`src/rtl/pe_pkg.sv`:
```
// Shared PE constants and types used by the filter scratchpad write and read address generators.
package pe_pkg;

   localparam int FILTER_SPAD_DEPTH         = 225;
   localparam int CONFIG_BIT                = 5;
   localparam int DATA_WIDTH                = 16;
   localparam int FILTER_SPAD_ADDRESS_WIDTH = $clog2(FILTER_SPAD_DEPTH);
   localparam int CFG_PROD_WIDTH            = 2 * CONFIG_BIT;

   typedef logic [CFG_PROD_WIDTH-1:0] cfg_prod_t;

   localparam cfg_prod_t                SPAD_DEPTH_PROD = cfg_prod_t'(FILTER_SPAD_DEPTH);
   localparam logic [CONFIG_BIT-1:0]    CFG_ZERO        = {CONFIG_BIT{1'b0}};
   localparam logic [CONFIG_BIT-1:0]    CFG_ONE         = {{(CONFIG_BIT-1){1'b0}}, 1'b1};

   typedef enum logic [1:0] {
      ST_IDLE = 2'd0,
      ST_LOAD = 2'd1,
      ST_DONE = 2'd2,
      ST_ERR  = 2'd3
   } filter_wr_state_t;

   // Full-width product so a large size*count can never wrap below the depth.
   function automatic cfg_prod_t cfg_product(input logic [CONFIG_BIT-1:0] size,
                                             input logic [CONFIG_BIT-1:0] count);
      return cfg_prod_t'(size) * cfg_prod_t'(count);
   endfunction

endpackage

```
`src/rtl/filter_spad_writer_if.sv`:
```
// Weight stream handshake plus filter spad write port between the PE input FIFO and the spad.
interface filter_spad_writer_if;
   import pe_pkg::*;

   logic [DATA_WIDTH-1:0]                in_data;
   logic                                 in_valid;
   logic                                 in_ready;
   logic                                 wr_en;
   logic [FILTER_SPAD_ADDRESS_WIDTH-1:0] wr_address;
   logic [DATA_WIDTH-1:0]                wr_data;

   modport master (
      output in_data, in_valid,
      input  in_ready, wr_en, wr_address, wr_data
   );

   modport slave (
      input  in_data, in_valid,
      output in_ready, wr_en, wr_address, wr_data
   );

endinterface

```
`src/rtl/Adder.sv`:
```
// Plain unsigned adder, wrap-around at WIDTH bits.
module Adder #(
   parameter int WIDTH = 8
) (
   input  logic [WIDTH-1:0] a_i,
   input  logic [WIDTH-1:0] b_i,
   output logic [WIDTH-1:0] sum_o
);

   assign sum_o = a_i + b_i;

endmodule

```
`src/rtl/filter_wr_counter.sv`:
```
// Offset/base counter pair for the filter spad writer: offset walks a filter, base jumps by the filter size.
module filter_wr_counter import pe_pkg::*; (
   input  logic                                 clk,
   input  logic                                 rst,
   input  logic                                 clr_i,
   input  logic                                 adv_i,
   input  logic [CONFIG_BIT-1:0]                size_i,
   output logic [FILTER_SPAD_ADDRESS_WIDTH-1:0] base_o,
   output logic [FILTER_SPAD_ADDRESS_WIDTH-1:0] addr_o,
   output logic                                 last_o
);

   localparam int AW = FILTER_SPAD_ADDRESS_WIDTH;

   logic [CONFIG_BIT-1:0] offset_q, offset_d;
   logic [AW-1:0]         base_q, base_d;
   logic [AW-1:0]         offset_ext_s;
   logic [AW-1:0]         size_ext_s;
   logic [AW-1:0]         base_next_s;

   assign offset_ext_s = {{(AW-CONFIG_BIT){1'b0}}, offset_q};
   assign size_ext_s   = {{(AW-CONFIG_BIT){1'b0}}, size_i};
   assign last_o       = (offset_q == (size_i - CFG_ONE));
   assign base_o       = base_q;

   Adder #(.WIDTH(AW)) u_addr_add (.a_i(base_q), .b_i(offset_ext_s), .sum_o(addr_o));
   Adder #(.WIDTH(AW)) u_base_add (.a_i(base_q), .b_i(size_ext_s),   .sum_o(base_next_s));

   always_comb begin
      offset_d = offset_q;
      base_d   = base_q;
      if (clr_i) begin
         offset_d = CFG_ZERO;
         base_d   = {AW{1'b0}};
      end else if (adv_i) begin
         if (last_o) begin
            offset_d = CFG_ZERO;
            base_d   = base_next_s;
         end else begin
            offset_d = offset_q + CFG_ONE;
         end
      end else begin
         offset_d = offset_q;
      end
   end

   always_ff @(posedge clk or posedge rst) begin
      if (rst) begin
         offset_q <= CFG_ZERO;
         base_q   <= {AW{1'b0}};
      end else begin
         offset_q <= offset_d;
         base_q   <= base_d;
      end
   end

endmodule

```
`src/rtl/filter_spad_writer.sv`:
```
// Loads a weight stream into the filter spad as contiguous filter_size-word filters from address 0
// and reports per-filter and whole-load completion.
module filter_spad_writer import pe_pkg::*; (
   input  logic                                 clk,
   input  logic                                 rst,
   input  logic                                 start,
   input  logic                                 clear,
   input  logic [CONFIG_BIT-1:0]                filter_size,
   input  logic [CONFIG_BIT-1:0]                filter_count,
   filter_spad_writer_if.slave                  bus,
   output logic [FILTER_SPAD_ADDRESS_WIDTH-1:0] filter_base_address,
   output logic [CONFIG_BIT-1:0]                filters_loaded,
   output logic                                 filter_done,
   output logic                                 load_done,
   output logic                                 overflow_err
);

   filter_wr_state_t      state_q, state_d;
   logic [CONFIG_BIT-1:0] size_q, size_d;
   logic [CONFIG_BIT-1:0] count_q, count_d;
   logic [CONFIG_BIT-1:0] loaded_q, loaded_d;
   logic                  filter_done_q, filter_done_d;

   logic in_ready_s, wr_en_s, launch_s, last_word_s, last_filter_s, filter_end_s;
   logic cfg_zero_s, cfg_too_big_s;
   logic [FILTER_SPAD_ADDRESS_WIDTH-1:0] wr_address_s;

   assign cfg_zero_s    = (filter_size == CFG_ZERO) || (filter_count == CFG_ZERO);
   assign cfg_too_big_s = (cfg_product(filter_size, filter_count) > SPAD_DEPTH_PROD);
   // clear masks both a new launch and the write strobe in the same cycle
   assign launch_s      = start && !clear && ((state_q == ST_IDLE) || (state_q == ST_DONE));
   assign wr_en_s       = bus.in_valid && in_ready_s && !clear;
   assign last_filter_s = (loaded_q == (count_q - CFG_ONE));
   assign filter_end_s  = wr_en_s && last_word_s;

   filter_wr_counter u_counter (
      .clk    (clk),
      .rst    (rst),
      .clr_i  (clear || launch_s),
      .adv_i  (wr_en_s),
      .size_i (size_q),
      .base_o (filter_base_address),
      .addr_o (wr_address_s),
      .last_o (last_word_s)
   );

   always_ff @(posedge clk or posedge rst) begin
      if (rst) state_q <= ST_IDLE;
      else     state_q <= state_d;
   end

   always_comb begin
      state_d = state_q;
      if (clear) begin
         state_d = ST_IDLE;
      end else begin
         case (state_q)
            ST_IDLE, ST_DONE: begin
               if (start) begin
                  if (cfg_zero_s)         state_d = ST_DONE;
                  else if (cfg_too_big_s) state_d = ST_ERR;
                  else                    state_d = ST_LOAD;
               end else begin
                  state_d = state_q;
               end
            end
            ST_LOAD: begin
               if (filter_end_s && last_filter_s) state_d = ST_DONE;
               else                               state_d = ST_LOAD;
            end
            ST_ERR:  state_d = ST_ERR;
            default: state_d = ST_IDLE;
         endcase
      end
   end

   always_comb begin
      in_ready_s   = 1'b0;
      load_done    = 1'b0;
      overflow_err = 1'b0;
      case (state_q)
         ST_LOAD: in_ready_s   = 1'b1;
         ST_DONE: load_done    = 1'b1;
         ST_ERR:  overflow_err = 1'b1;
         default: in_ready_s   = 1'b0;
      endcase
   end

   always_comb begin
      size_d        = size_q;
      count_d       = count_q;
      loaded_d      = loaded_q;
      filter_done_d = filter_end_s;
      if (clear) begin
         size_d   = CFG_ZERO;
         count_d  = CFG_ZERO;
         loaded_d = CFG_ZERO;
      end else if (launch_s) begin
         size_d   = filter_size;
         count_d  = filter_count;
         loaded_d = CFG_ZERO;
      end else if (filter_end_s) begin
         loaded_d = loaded_q + CFG_ONE;
      end else begin
         loaded_d = loaded_q;
      end
   end

   always_ff @(posedge clk or posedge rst) begin
      if (rst) begin
         size_q        <= CFG_ZERO;
         count_q       <= CFG_ZERO;
         loaded_q      <= CFG_ZERO;
         filter_done_q <= 1'b0;
      end else begin
         size_q        <= size_d;
         count_q       <= count_d;
         loaded_q      <= loaded_d;
         filter_done_q <= filter_done_d;
      end
   end

   assign bus.in_ready   = in_ready_s;
   assign bus.wr_en      = wr_en_s;
   assign bus.wr_address = wr_address_s;
   assign bus.wr_data    = bus.in_data;
   assign filters_loaded = loaded_q;
   assign filter_done    = filter_done_q;

endmodule

```
`src/flat_wrapper.sv`:
```
// flat-port wrapper written by rule: the top's interface ports become plain ports
module filter_spad_writer_flat import pe_pkg::*;
  (clk, rst, start, clear, filter_size, filter_count, filter_base_address, filters_loaded, filter_done, load_done, overflow_err, bus_in_data, bus_in_valid, bus_in_ready, bus_wr_en, bus_wr_address, bus_wr_data);
  filter_spad_writer_if bus_i ();
  input  logic clk;
  input  logic rst;
  input  logic start;
  input  logic clear;
  input  logic [CONFIG_BIT-1:0] filter_size;
  input  logic [CONFIG_BIT-1:0] filter_count;
  output logic [FILTER_SPAD_ADDRESS_WIDTH-1:0] filter_base_address;
  output logic [CONFIG_BIT-1:0] filters_loaded;
  output logic filter_done;
  output logic load_done;
  output logic overflow_err;
  input wire logic [$bits(bus_i.in_data)-1:0] bus_in_data;
  input wire logic [$bits(bus_i.in_valid)-1:0] bus_in_valid;
  output wire logic [$bits(bus_i.in_ready)-1:0] bus_in_ready;
  output wire logic [$bits(bus_i.wr_en)-1:0] bus_wr_en;
  output wire logic [$bits(bus_i.wr_address)-1:0] bus_wr_address;
  output wire logic [$bits(bus_i.wr_data)-1:0] bus_wr_data;
  assign bus_i.in_data = bus_in_data;
  assign bus_i.in_valid = bus_in_valid;
  assign bus_in_ready = bus_i.in_ready;
  assign bus_wr_en = bus_i.wr_en;
  assign bus_wr_address = bus_i.wr_address;
  assign bus_wr_data = bus_i.wr_data;
  filter_spad_writer u_core (.clk(clk), .rst(rst), .start(start), .clear(clear), .filter_size(filter_size), .filter_count(filter_count), .bus(bus_i), .filter_base_address(filter_base_address), .filters_loaded(filters_loaded), .filter_done(filter_done), .load_done(load_done), .overflow_err(overflow_err));
endmodule
```
`config.mk`:
```
export PLATFORM = sky130hd
export DESIGN_NAME = filter_spad_writer_flat
export DESIGN_NICKNAME = d
export VERILOG_FILES = /design/src/rtl/pe_pkg.sv /design/src/rtl/filter_spad_writer_if.sv /design/src/rtl/Adder.sv /design/src/rtl/filter_wr_counter.sv /design/src/rtl/filter_spad_writer.sv /design/src/flat_wrapper.sv
export SDC_FILE = /design/constraint.sdc
export NUM_CORES = 1
export LEC_CHECK = 0
export BUFFER_PORTS_ARGS = -buffer_cell sky130_fd_sc_hd__buf_4
export CAP_MARGIN = 20
export CORE_MARGIN = 8
export CORE_UTILIZATION = 49
export CTS_CLUSTER_SIZE = 40
export DETAILED_ROUTE_END_ITERATION = 16
export PLACE_DENSITY = 0.76
export SYNTH_ARGS = -nofsm -noshare
export SYNTH_HDL_FRONTEND = slang
export SYNTH_SLANG_ARGS = --single-unit
```
`constraint.sdc`:
```
create_clock -name clk -period 1.95 [get_ports clk]
set_input_delay 0.0975 -clock clk [delete_from_list [all_inputs] [get_ports clk]]
set_output_delay 0.0975 -clock clk [all_outputs]
set_load 0.1 [all_outputs]
```
==> impl_metrics.yaml, run 1 <==
placement:
  portBuffers: 40
  dp_hpwl_um: 5994
  dpl_cell_area_um2: 3792
  gp_congestion: 0.8468
  placedCellCount: 467
  dp_slack_ns: -1.209
routing:
  drtAntennaViolNets: 0
  route.vias.total: 2612
  drt_iter0_drc: 81
  wire_per_inst_um: 15.49
  drt_wl_total_um: 7467
  via_per_inst: 5.419
  firstDrtPassIters: 4
  drc_errors: 0
sta:
  setup_viol: 9
  timing.hold.ws_ns: -0.02188
  worst_pin_slew_ns: 0.7970
  relSlewSlack_pct: 46.81
  setup_slack_ns: -0.8714
  maxSlewViolCount: 0
  finalSetupTns_ns: -2.071
  max_freq_mhz: 354.4
  fin_skew_ns: 0.006970
  period_share_pct: 144.7
  rsz0062_at_grt: "true"
  finalWorstPathRequiredPeriod_ns: 2.821
  hold_viol_final: 19
yosys:
  postSynthCellCount: 330
  yosysWarnings: 0
  synthesis.nets: 404
  synth_edf_count: 0
  synth-seq-area-share_pct: 26.47
  avgSynthCellArea_um2: 8.880
  synth-seq-cells: 31
  synth_compound_area_share_pct: 16.01
  synthTopCellsByCount: "43 x nand2_1, 32 x ha_1, 31 x dfrtp_1, 24 x inv_1, 23 x a21oi_1"
  synth_area_leaders: "dfrtp_1 26%, ha_1 14%, fa_1 7.5%, xnor2_1 5.7%, nand2_1 5.5%"
  yosys.area_share.simple_pct: 17.34
  syn_area_um2: 2930
  synth_top_cell_area_share_pct: 26.47
  yosys.area_share.adder_pct: 21.18
  yosysMostFrequentCell: "nand2_1"
  synthMuxAreaShare_pct: 0.3416
  yosys.area.top_type: "dfrtp_1"
  synth_xor_xnor_area_share_pct: 9.266
  synth_top_family_by_area: "adder cells"
  synth-main-ff-cell: "dfrtp_1"
  ys_types: 47
  async_reset_ff_share_pct: 100.0
clocking:
  path_clk_slew_ns: 0.07
  insertion_delay_ns: 0.27
  cts_sinks: 31
  ctsRootBufferMaster: "clkbuf_8"
  h-tree-depth: 2
  cts_buffers: 5
  cts_tree: "built"
  cts.hold.buffers_added: 0
  cts_buffer_depth: 2
setup_path:
  crit_cells: 13
  start_kind: "primary input"
  crit_chain: "buf_8, nand2_8, fa_1, fa_1, fa_1, inv_2, ha_4, a21oi_2, o21bai_2, a211o_1, mux2i_1, a211oi_1, a311oi_1"
  critical_path_peak_fanout: 4
  crit_top_cell: "fa_1"
  slowest_delay_ns: 0.57
  slowest_stage: "fa_1"
  crit_path_end_kind: "flip-flop"
  crit_family: "adder cells"
  arrival_ns: 2.99
  cp_num_buf_inv: 2
  reg2reg_depth: 9
  criticalPathCategory: "primary input to flip-flop"
  required_ns: 2.12
global_routing:
  grt_overflow: 0
  grt_start_max_net_pins: 22
  grt_first_pass_wirelength_um: 12500
  grt.total_usage_pct: 17.62
  antenna_found_initial: 0
  grt_pass1_vias: 2688
floorplan:
  die_x_um: 93.33
  fp-row-count: 28
  core_region_area_um2: 5851
  die-height_um: 93.33
  dieArea_um2: 8710
  initial_core_util_pct: 50.09
  ios: 73
power:
  seq_power_share_pct: 35.4
  ir_drop_uv: 300.5
  p_per_area_nw_per_um2: 462.4
  power_mw: 1.923
  p_int_mw: 1.285
  power_frac_clock_pct: 26.2
  switching_share_pct: 33.15
  p_leak_nw: 1.978
  power_switching_mw: 0.6373
  combPwrFrac_pct: 38.4
final_layout:
  diodes: 0
  drive_gt1_share_pct: 41.28
  instances_no_fill: 482
  layout-area-overhead-vs-synth_pct: 41.89
  final_nets: 481
  fin_area_um2: 4158
  fillCellCount: 428
run_status:
  violations: "negative hold slack, negative setup slack"
  status: "finished with violations"
job:
  drv_cap: 0
worst_hold_path:
  hold_path.class: "primary input to async pin"
## final timing paths
check,start,to,slack (ns)
setup reg to reg,u_core.u_counter.base_o[0]$_DFFE_PP0P_,u_core.u_counter.base_o[6]$_DFFE_PP0P_,-0.16
hold / removal,rst,u_core.u_counter.base_o[5]$_DFFE_PP0P_,-0.02
setup / recovery,filter_count[2],u_core.state_q[1]$_DFFE_PP0P_,-0.87
hold reg to reg,u_core.count_q[4]$_DFFE_PP0N_,u_core.count_q[4]$_DFFE_PP0N_,0.55
min in group clk,clear,u_core.count_q[3]$_DFFE_PP0N_,0.09
max in group asynchronous,rst,u_core.count_q[4]$_DFFE_PP0N_,1.35
## registers in the layout, indices dropped and copies added, names as in the netlist
register	cells
u_core.filters_loaded	5
u_core.size_q	5
u_core.count_q	5
u_core.u_counter.offset_q	5
u_core.filter_done	1
u_core.u_counter.base_o	8
u_core.state_q	2
## routing by layer
layer	wire [um]	global-route usage (%)
met5	0	0
met4	87	6.040
met3	301	3.125
met2	4030	32.73
met1	3048	19.55
## power by group through the flow
stage | clock (mW) | sequential [mW] | combinational, mW
CTS | 0.514 | 0.680 | 0.717
global route | 0.549 | 0.682 | 0.823
floorplan | 0 | 0.689 | 0.634
global placement | 0 | 0.690 | 0.678
detailed placement | 0 | 0.691 | 0.702
finish | 0.505 | 0.680 | 0.738
## placed cells by master (no fill, tap or decap), types with 2 or more instances in the layout
| cell type | instances |
|---|---|
| a211o_1 | 3 |
| a211oi_1 | 2 |
| a211oi_2 | 2 |
| a21o_1 | 7 |
| a21oi_1 | 15 |
| a21oi_2 | 8 |
| and2_1 | 16 |
| and3_1 | 2 |
| buf_12 | 5 |
| buf_4 | 82 |
| buf_6 | 8 |
| clkbuf_8 | 6 |
| dfrtp_1 | 24 |
| dfrtp_2 | 4 |
| dfrtp_4 | 3 |
| fa_1 | 8 |
| fa_2 | 3 |
| ha_1 | 22 |
| ha_4 | 9 |
| inv_1 | 17 |
| inv_2 | 6 |
| nand2_1 | 40 |
| nand2b_1 | 3 |
| nand3_1 | 6 |
| nand4_1 | 2 |
| nor2_1 | 11 |
| nor2b_1 | 3 |
| nor3_1 | 5 |
| o211ai_1 | 3 |
| o21ai_0 | 9 |
| o21ai_1 | 6 |
| o21ba_1 | 2 |
| o31ai_1 | 3 |
| xnor2_1 | 10 |
| xnor2_2 | 5 |
| xnor2_4 | 4 |
| xor2_1 | 10 |
| xor2_4 | 2 |
## final cells by class
type	count	area [um^2]	area share (%)
repair buffers	96	820.8	19.74
multi-input cells	249	2270	54.59
clock buffers	6	82.58	1.986
well taps	75	93.84	2.257
flip-flops and latches	31	792.0	19.05
inverters	24	93.84	2.257
clock inverters	1	5.005	0.1204
## cells by family after synthesis
group	after synthesis
simple gates	103
mux	1
fa+ha+maj	43
xor+xnor	31
compound gates	71
buf+inv	50
flops	31
## repair_timing
action                     in CTS  in global routing
gates resized for setup        31                 23
setup buffers                   2                  9
pin swaps                      10                 27
hold endpoints to repair        0                  0
setup endpoints to repair      11                 16
## stage by stage
step / util, % / hold WS, ns
floorplan: - / 0.1606
detailed placement: 64.82 / 0.1957
finish: 71.07 / -0.02188
CTS: 68.54 / 0.005918
global route: 71.07 / 0.05451
global placement: 64.82 / 0.1957
Power figures use the tool's default switching activity.
==> run 2: changes to the inputs <==
Settings changed: CORE_UTILIZATION 49 to 50, PLACE_DENSITY 0.76 to 0.77, SYNTH_HIERARCHICAL set to 1.
==> run 2 against run 1 <==
The flow finishes with violations (negative setup slack). Combinational power increased by 19%. Sequential power hardly changed. Critical path depth fell by 2. Clock power rose by 3%. Cell area is 11% higher. Clock-buffer cell count up 1. Setup slack gained 0.18 ns. Wire length increased by 6.8%. Sequential share of layout area decreased by 1.6 points. Register-to-register slack got worse by 0.07 ns. Critical endpoint is now u_core/state_q[1]$_DFFE_PP0P_. Largest cell class unchanged.
==> impl_metrics.yaml, run 2 <==
final_layout:
  drive_gt1_share_pct: 36.98
  layout-area-overhead-vs-synth_pct: 43.05
  layout_common_cells: "81 x buf_4, 31 x nand2_1, 25 x ha_1"
  layout_commonest_cell: "buf_4"
  fillCellCount: 448
  final_nets: 534
  fin_area_um2: 4594
  largest_reg_flops: 8
  instances_no_fill: 534
  diodes: 0
floorplan:
  die-height_um: 96.15
  die_x_um: 96.15
  initial_core_util_pct: 51.17
  fp-row-count: 29
  core_region_area_um2: 6277
  dieArea_um2: 9244
  ios: 73
yosys:
  synth_top_cell_area_share_pct: 24.15
  avgSynthCellArea_um2: 8.848
  async_reset_ff_share_pct: 100.0
  synth_edf_count: 0
  synth-main-ff-cell: "dfrtp_1"
  yosysWarnings: 6
  yosysMostFrequentCell: "ha_1"
  synth_area_leaders: "dfrtp_1 24%, ha_1 14%, fa_1 6.9%, xor2_1 4.6%, a21oi_1 4.2%"
  synth-seq-area-share_pct: 24.15
  ys_types: 47
  synth-seq-cells: 31
  yosys.area.top_type: "dfrtp_1"
  postSynthCellCount: 363
  syn_area_um2: 3212
  synthTopCellsByCount: "36 x ha_1, 33 x nand2_1, 31 x dfrtp_1, 30 x inv_1, 27 x a21oi_1"
routing:
  wire_per_inst_um: 14.93
  drt_iter0_drc: 85
  drtAntennaViolNets: 0
  route.vias.total: 2887
  firstDrtPassIters: 4
  drt_wl_total_um: 7974
  drc_errors: 0
  via_per_inst: 5.406
worst_hold_path:
  min_to: "u_core/size_q[0]$_DFFE_PP0P_"
  min_path_cells: 2
  hold_path.class: "primary input to flip-flop"
  hp-start: "clear"
sta:
  finalSetupTns_ns: -1.342
  worst_pin_slew_ns: 0.6866
  setup_slack_ns: -0.6949
  period_share_pct: 135.6
  max_freq_mhz: 378.1
  relSlewSlack_pct: 54.17
  maxSlewViolCount: 0
  fin_skew_ns: 0.007875
  timing.hold.ws_ns: 0.06446
  setup_viol: 6
  finalWorstPathRequiredPeriod_ns: 2.645
  rsz0062_at_grt: "true"
  hold_viol_final: 0
clocking:
  ctsRootBufferMaster: "clkbuf_8"
  h-tree-depth: 2
  cts_buffer_depth: 2
  cts_sinks: 31
  insertion_delay_ns: 0.28
  cts_tree: "built"
  cts_buffers: 5
  path_clk_slew_ns: 0.07
setup_path:
  start_kind: "primary input"
  crit_family: "adder cells"
  required_ns: 2.09
  arrival_ns: 2.78
  criticalPathCategory: "primary input to flip-flop"
  crit_path_end_kind: "flip-flop"
  critical_path_peak_fanout: 5
  reg2reg_from: "u_core/size_q[0]$_DFFE_PP0P_"
  cp_num_buf_inv: 1
  timing.rr.end: "u_core/state_q[1]$_DFFE_PP0P_"
  worst-r2r-setup-slack_ns: -0.23
  crit_top_cell: "fa_1"
  reg2reg_depth: 10
  crit_chain: "buf_4, and2_1, fa_1, fa_1, ha_1, ha_4, nand2_1, o211ai_1, a311oi_1, xnor2_1, a41oi_2"
  slowest_stage: "fa_1"
  slowest_delay_ns: 0.50
job:
  drv_cap: 0
global_routing:
  grt_pass1_vias: 3031
  grt_start_max_net_pins: 19
  antenna_found_initial: 0
  grt_first_pass_wirelength_um: 13500
  grt_overflow: 0
  grt.total_usage_pct: 18.26
run_status:
  status: "finished with violations"
  violations: "negative setup slack"
power:
  ir_drop_uv: 425.9
  p_per_area_nw_per_um2: 452.3
  p_leak_nw: 2.126
placement:
  dpl_cell_area_um2: 4150
  portBuffers: 40
  dp_hpwl_um: 6272
  gp_congestion: 0.8002
  placedCellCount: 513
==> run 2: changes by cell type after synthesis, sizes merged, moves of 5 or more <==
cell and delta:
nand2 -10, nor2 +10, o21ai -9, mux2i +8, buf -6, inv +6, nand2b +6, o211ai +5
xor2 +5
==> run 2: cell type report <==
| class | count | area, um^2 | area share [%] |
|---|---|---|---|
| Clock inverter | 1 | 5.005 | 0.1089 |
| Inverter | 30 | 116.4 | 2.533 |
| Multi-Input combinational cell | 285 | 2569 | 55.91 |
| Sequential cell | 31 | 802.0 | 17.46 |
| Tap cell | 77 | 96.34 | 2.097 |
| Clock buffer | 7 | 86.33 | 1.879 |
| Timing Repair Buffer | 103 | 919.6 | 20.02 |
==> run 2: logic make-up after synthesis <==
logic type | share of synthesized area [%]
multiplexers | 2.805
flip-flops | 24.15
XOR/XNOR | 8.726
AO/OA/AOI/OAI | 15.47
adder cells (fa/ha/maj) | 20.88
buffers and inverters | 7.947
other | 0.1168
AND/OR/NAND/NOR | 19.91
==> run 2: report_power, final <==
part,leakage [nW],switching (mW),internal (mW)
sequential,0.409,0.0195,0.660
combinational,1.67,0.469,0.407
clock,0.0482,0.238,0.285
==> run 2: metal layers <==
layer  global-route usage [%]  share of wire, %
met5                        0                 0
met4                    7.554               2.2
met3                    3.432               4.3
met2                    33.54                52
met1                    20.00                42
==> run 2: how the worst max path moves through the flow <==
stage	startpoint	to	slack, ns	cells past startpoint
global route	filter_size[2]	u_core/state_q[1]$_DFFE_PP0P_	-0.78	11
detailed placement	filter_count[2]	u_core/state_q[1]$_DFFE_PP0P_	-1.08	12
floorplan	filter_count[2]	u_core/state_q[1]$_DFFE_PP0P_	-0.76	10
CTS	filter_count[2]	u_core/state_q[1]$_DFFE_PP0P_	-0.71	12
finish	filter_count[4]	u_core/state_q[1]$_DFFE_PP0P_	-0.69	11
global placement	filter_count[2]	u_core/state_q[1]$_DFFE_PP0P_	-0.97	10
==> run 2: through the flow <==
stage	worst slack, ns	power (mW)	utilization (%)
final	-0.6949	2.078	73.19
after global routing	-0.7781	2.202	73.19
after CTS	-0.7132	2.076	71.62
after detailed placement	-1.076	1.470	66.12
after global placement	-0.9688	1.433	66.12
after floorplan	-0.7624	1.367	-
==> run 2: timing repair <==
item | in CTS | in global routing
cloned | 0 | 0
setup buffers | 12 | 4
pin swaps | 22 | 22
resized for setup | 37 | 24
hold buffers | 1 | 0
hold endpoints to repair | 31 | 0
endpoints found under the setup margin | 10 | 21
==> run 3: changes to the inputs <==
Settings changed: ABC_CLOCK_PERIOD_IN_PS set to 1950, RECOVER_POWER set to 25.
==> run 3 against run 2 <==
The run still ends with negative setup slack left. Register-to-register slack about the same. Cell area is essentially flat. Critical path depth did not move. Combinational power about the same. Worst hold slack barely moved. Global-route usage unchanged. Sequential power about the same. Clock power about the same. Non-clock buffer count unchanged. Largest cell class unchanged. Highest routed layer unchanged.
==> impl_metrics.yaml, run 3 (synthesized netlist as in run 2, its figures left out) <==
floorplan:
  fp-row-count: 29
  die_x_um: 96.15
  core_region_area_um2: 6277
  dieArea_um2: 9244
  ios: 73
  initial_core_util_pct: 51.17
  die-height_um: 96.15
setup_path:
  reg2reg_from: "u_core/size_q[0]$_DFFE_PP0P_"
  crit_path_end_kind: "flip-flop"
  required_ns: 2.09
  criticalPathCategory: "primary input to flip-flop"
  crit_start: "filter_count[4]"
  arrival_ns: 2.78
  critical_path_peak_fanout: 5
  start_kind: "primary input"
sta:
  timing.hold.ws_ns: 0.06450
  setup_viol: 6
  relSlewSlack_pct: 54.18
  rsz0062_at_grt: "true"
  finalWorstPathRequiredPeriod_ns: 2.645
  fin_skew_ns: 0.007816
  hold_viol_final: 0
  period_share_pct: 135.6
  maxSlewViolCount: 0
  max_freq_mhz: 378.0
  worst_pin_slew_ns: 0.6865
  setup_slack_ns: -0.6952
final_layout:
  layout_common_cells: "80 x buf_4, 31 x nand2_1, 25 x ha_1"
  drive_gt1_share_pct: 36.76
  instances_no_fill: 534
  layout-area-overhead-vs-synth_pct: 42.93
  diodes: 0
  fillCellCount: 448
  fin_area_um2: 4591
  final_nets: 534
  layout_commonest_cell: "buf_4"
  largest_reg_flops: 8
clocking:
  cts_buffer_depth: 2
  ctsRootBufferMaster: "clkbuf_8"
  h-tree-depth: 2
  insertion_delay_ns: 0.28
  cts_tree: "built"
  cts_buffers: 5
  path_clk_slew_ns: 0.07
  cts_sinks: 31
global_routing:
  grt_start_max_net_pins: 19
  grt_first_pass_wirelength_um: 13500
  grt_overflow: 0
  antenna_found_initial: 0
  grt_pass1_vias: 3031
  grt.total_usage_pct: 18.26
routing:
  firstDrtPassIters: 4
  route.vias.total: 2888
  drt_wl_total_um: 7960
  via_per_inst: 5.408
  drc_errors: 0
  drtAntennaViolNets: 0
  drt_iter0_drc: 95
  wire_per_inst_um: 14.91
power:
  power_mw: 2.076
  ir_drop_uv: 425.8
  p_leak_nw: 2.123
  p_per_area_nw_per_um2: 452.3
placement:
  dpl_cell_area_um2: 4150
  placedCellCount: 513
  dp_slack_ns: -1.076
  gp_congestion: 0.8002
  portBuffers: 40
  dp_hpwl_um: 6272
run_status:
  status: "finished with violations"
  violations: "negative setup slack"
worst_hold_path:
  hold_path.class: "primary input to flip-flop"
  hp-start: "clear"
job:
  drv_cap: 0
==> run 3: where the power goes <==
part           leakage [nW]  total [mW]  internal (mW)  switching [mW]
Combinational          1.67       0.874          0.406           0.469
Sequential            0.409       0.680          0.660          0.0193
Clock                0.0482       0.522          0.284           0.238
Total                  2.12        2.08           1.35           0.726
==> run 3: metal layers <==
| metal | share of wire [%] | track usage [%] |
|---|---|---|
| met1 | 41 | 20.00 |
| met2 | 52 | 33.54 |
| met3 | 4.2 | 3.432 |
| met4 | 2.2 | 7.554 |
| met5 | 0 | 0 |
==> run 3: worst paths after layout <==
check                                                                end  slack [ns]  cells past startpoint
max in group asynchronous                   u_core/size_q[0]$_DFFE_PP0P_        1.01                      3
worst min register to register             u_core/count_q[4]$_DFFE_PP0P_        0.55                      2
worst max register to register             u_core/state_q[1]$_DFFE_PP0P_       -0.24                     10
worst max-delay path                       u_core/state_q[1]$_DFFE_PP0P_       -0.70                     11
worst min-delay path                        u_core/size_q[0]$_DFFE_PP0P_        0.06                      2
min in group asynchronous       u_core/u_counter/offset_q[3]$_DFFE_PP0P_        0.38                      3
==> run 3: repair_timing <==
action / 4_1_cts / 5_1_grt
hold buffers: 1 / 0
pin swaps: 22 / 22
hold endpoints to repair: 31 / 0
buffers inserted: 12 / 4
resized for setup: 37 / 24
endpoints found under the setup margin: 10 / 21
==> run 3: critical path, stage by stage <==
cell	delay (ns)
buf_4	0.12
and2_1	0.17
fa_1	0.50
fa_1	0.43
ha_1	0.34
ha_4	0.29
nand2_1	0.13
o211ai_1	0.12
a311oi_1	0.28
xnor2_1	0.17
a41oi_2	0.13
==> run 3: metrics by stage <==
stage          util (%)  TNS (ns)
2_1_floorplan         -    -2.377
4_1_cts           71.62    -1.569
3_3_place_gp      66.12    -1.209
5_1_grt           73.13    -2.077
3_5_place_dp      66.12    -1.428
6_report          73.13    -1.358
==> run 3: area by class of cell <==
| type | count | area [um^2] | area share, % |
|---|---|---|---|
| clock buffer | 7 | 86.33 | 1.881 |
| clock inverter | 1 | 5.005 | 0.1090 |
| inverter | 30 | 116.4 | 2.535 |
| multi-input combinational | 285 | 2569 | 55.96 |
| sequential | 31 | 802.0 | 17.47 |
| tap | 77 | 96.34 | 2.099 |
| timing repair buffer | 103 | 915.9 | 19.95 |
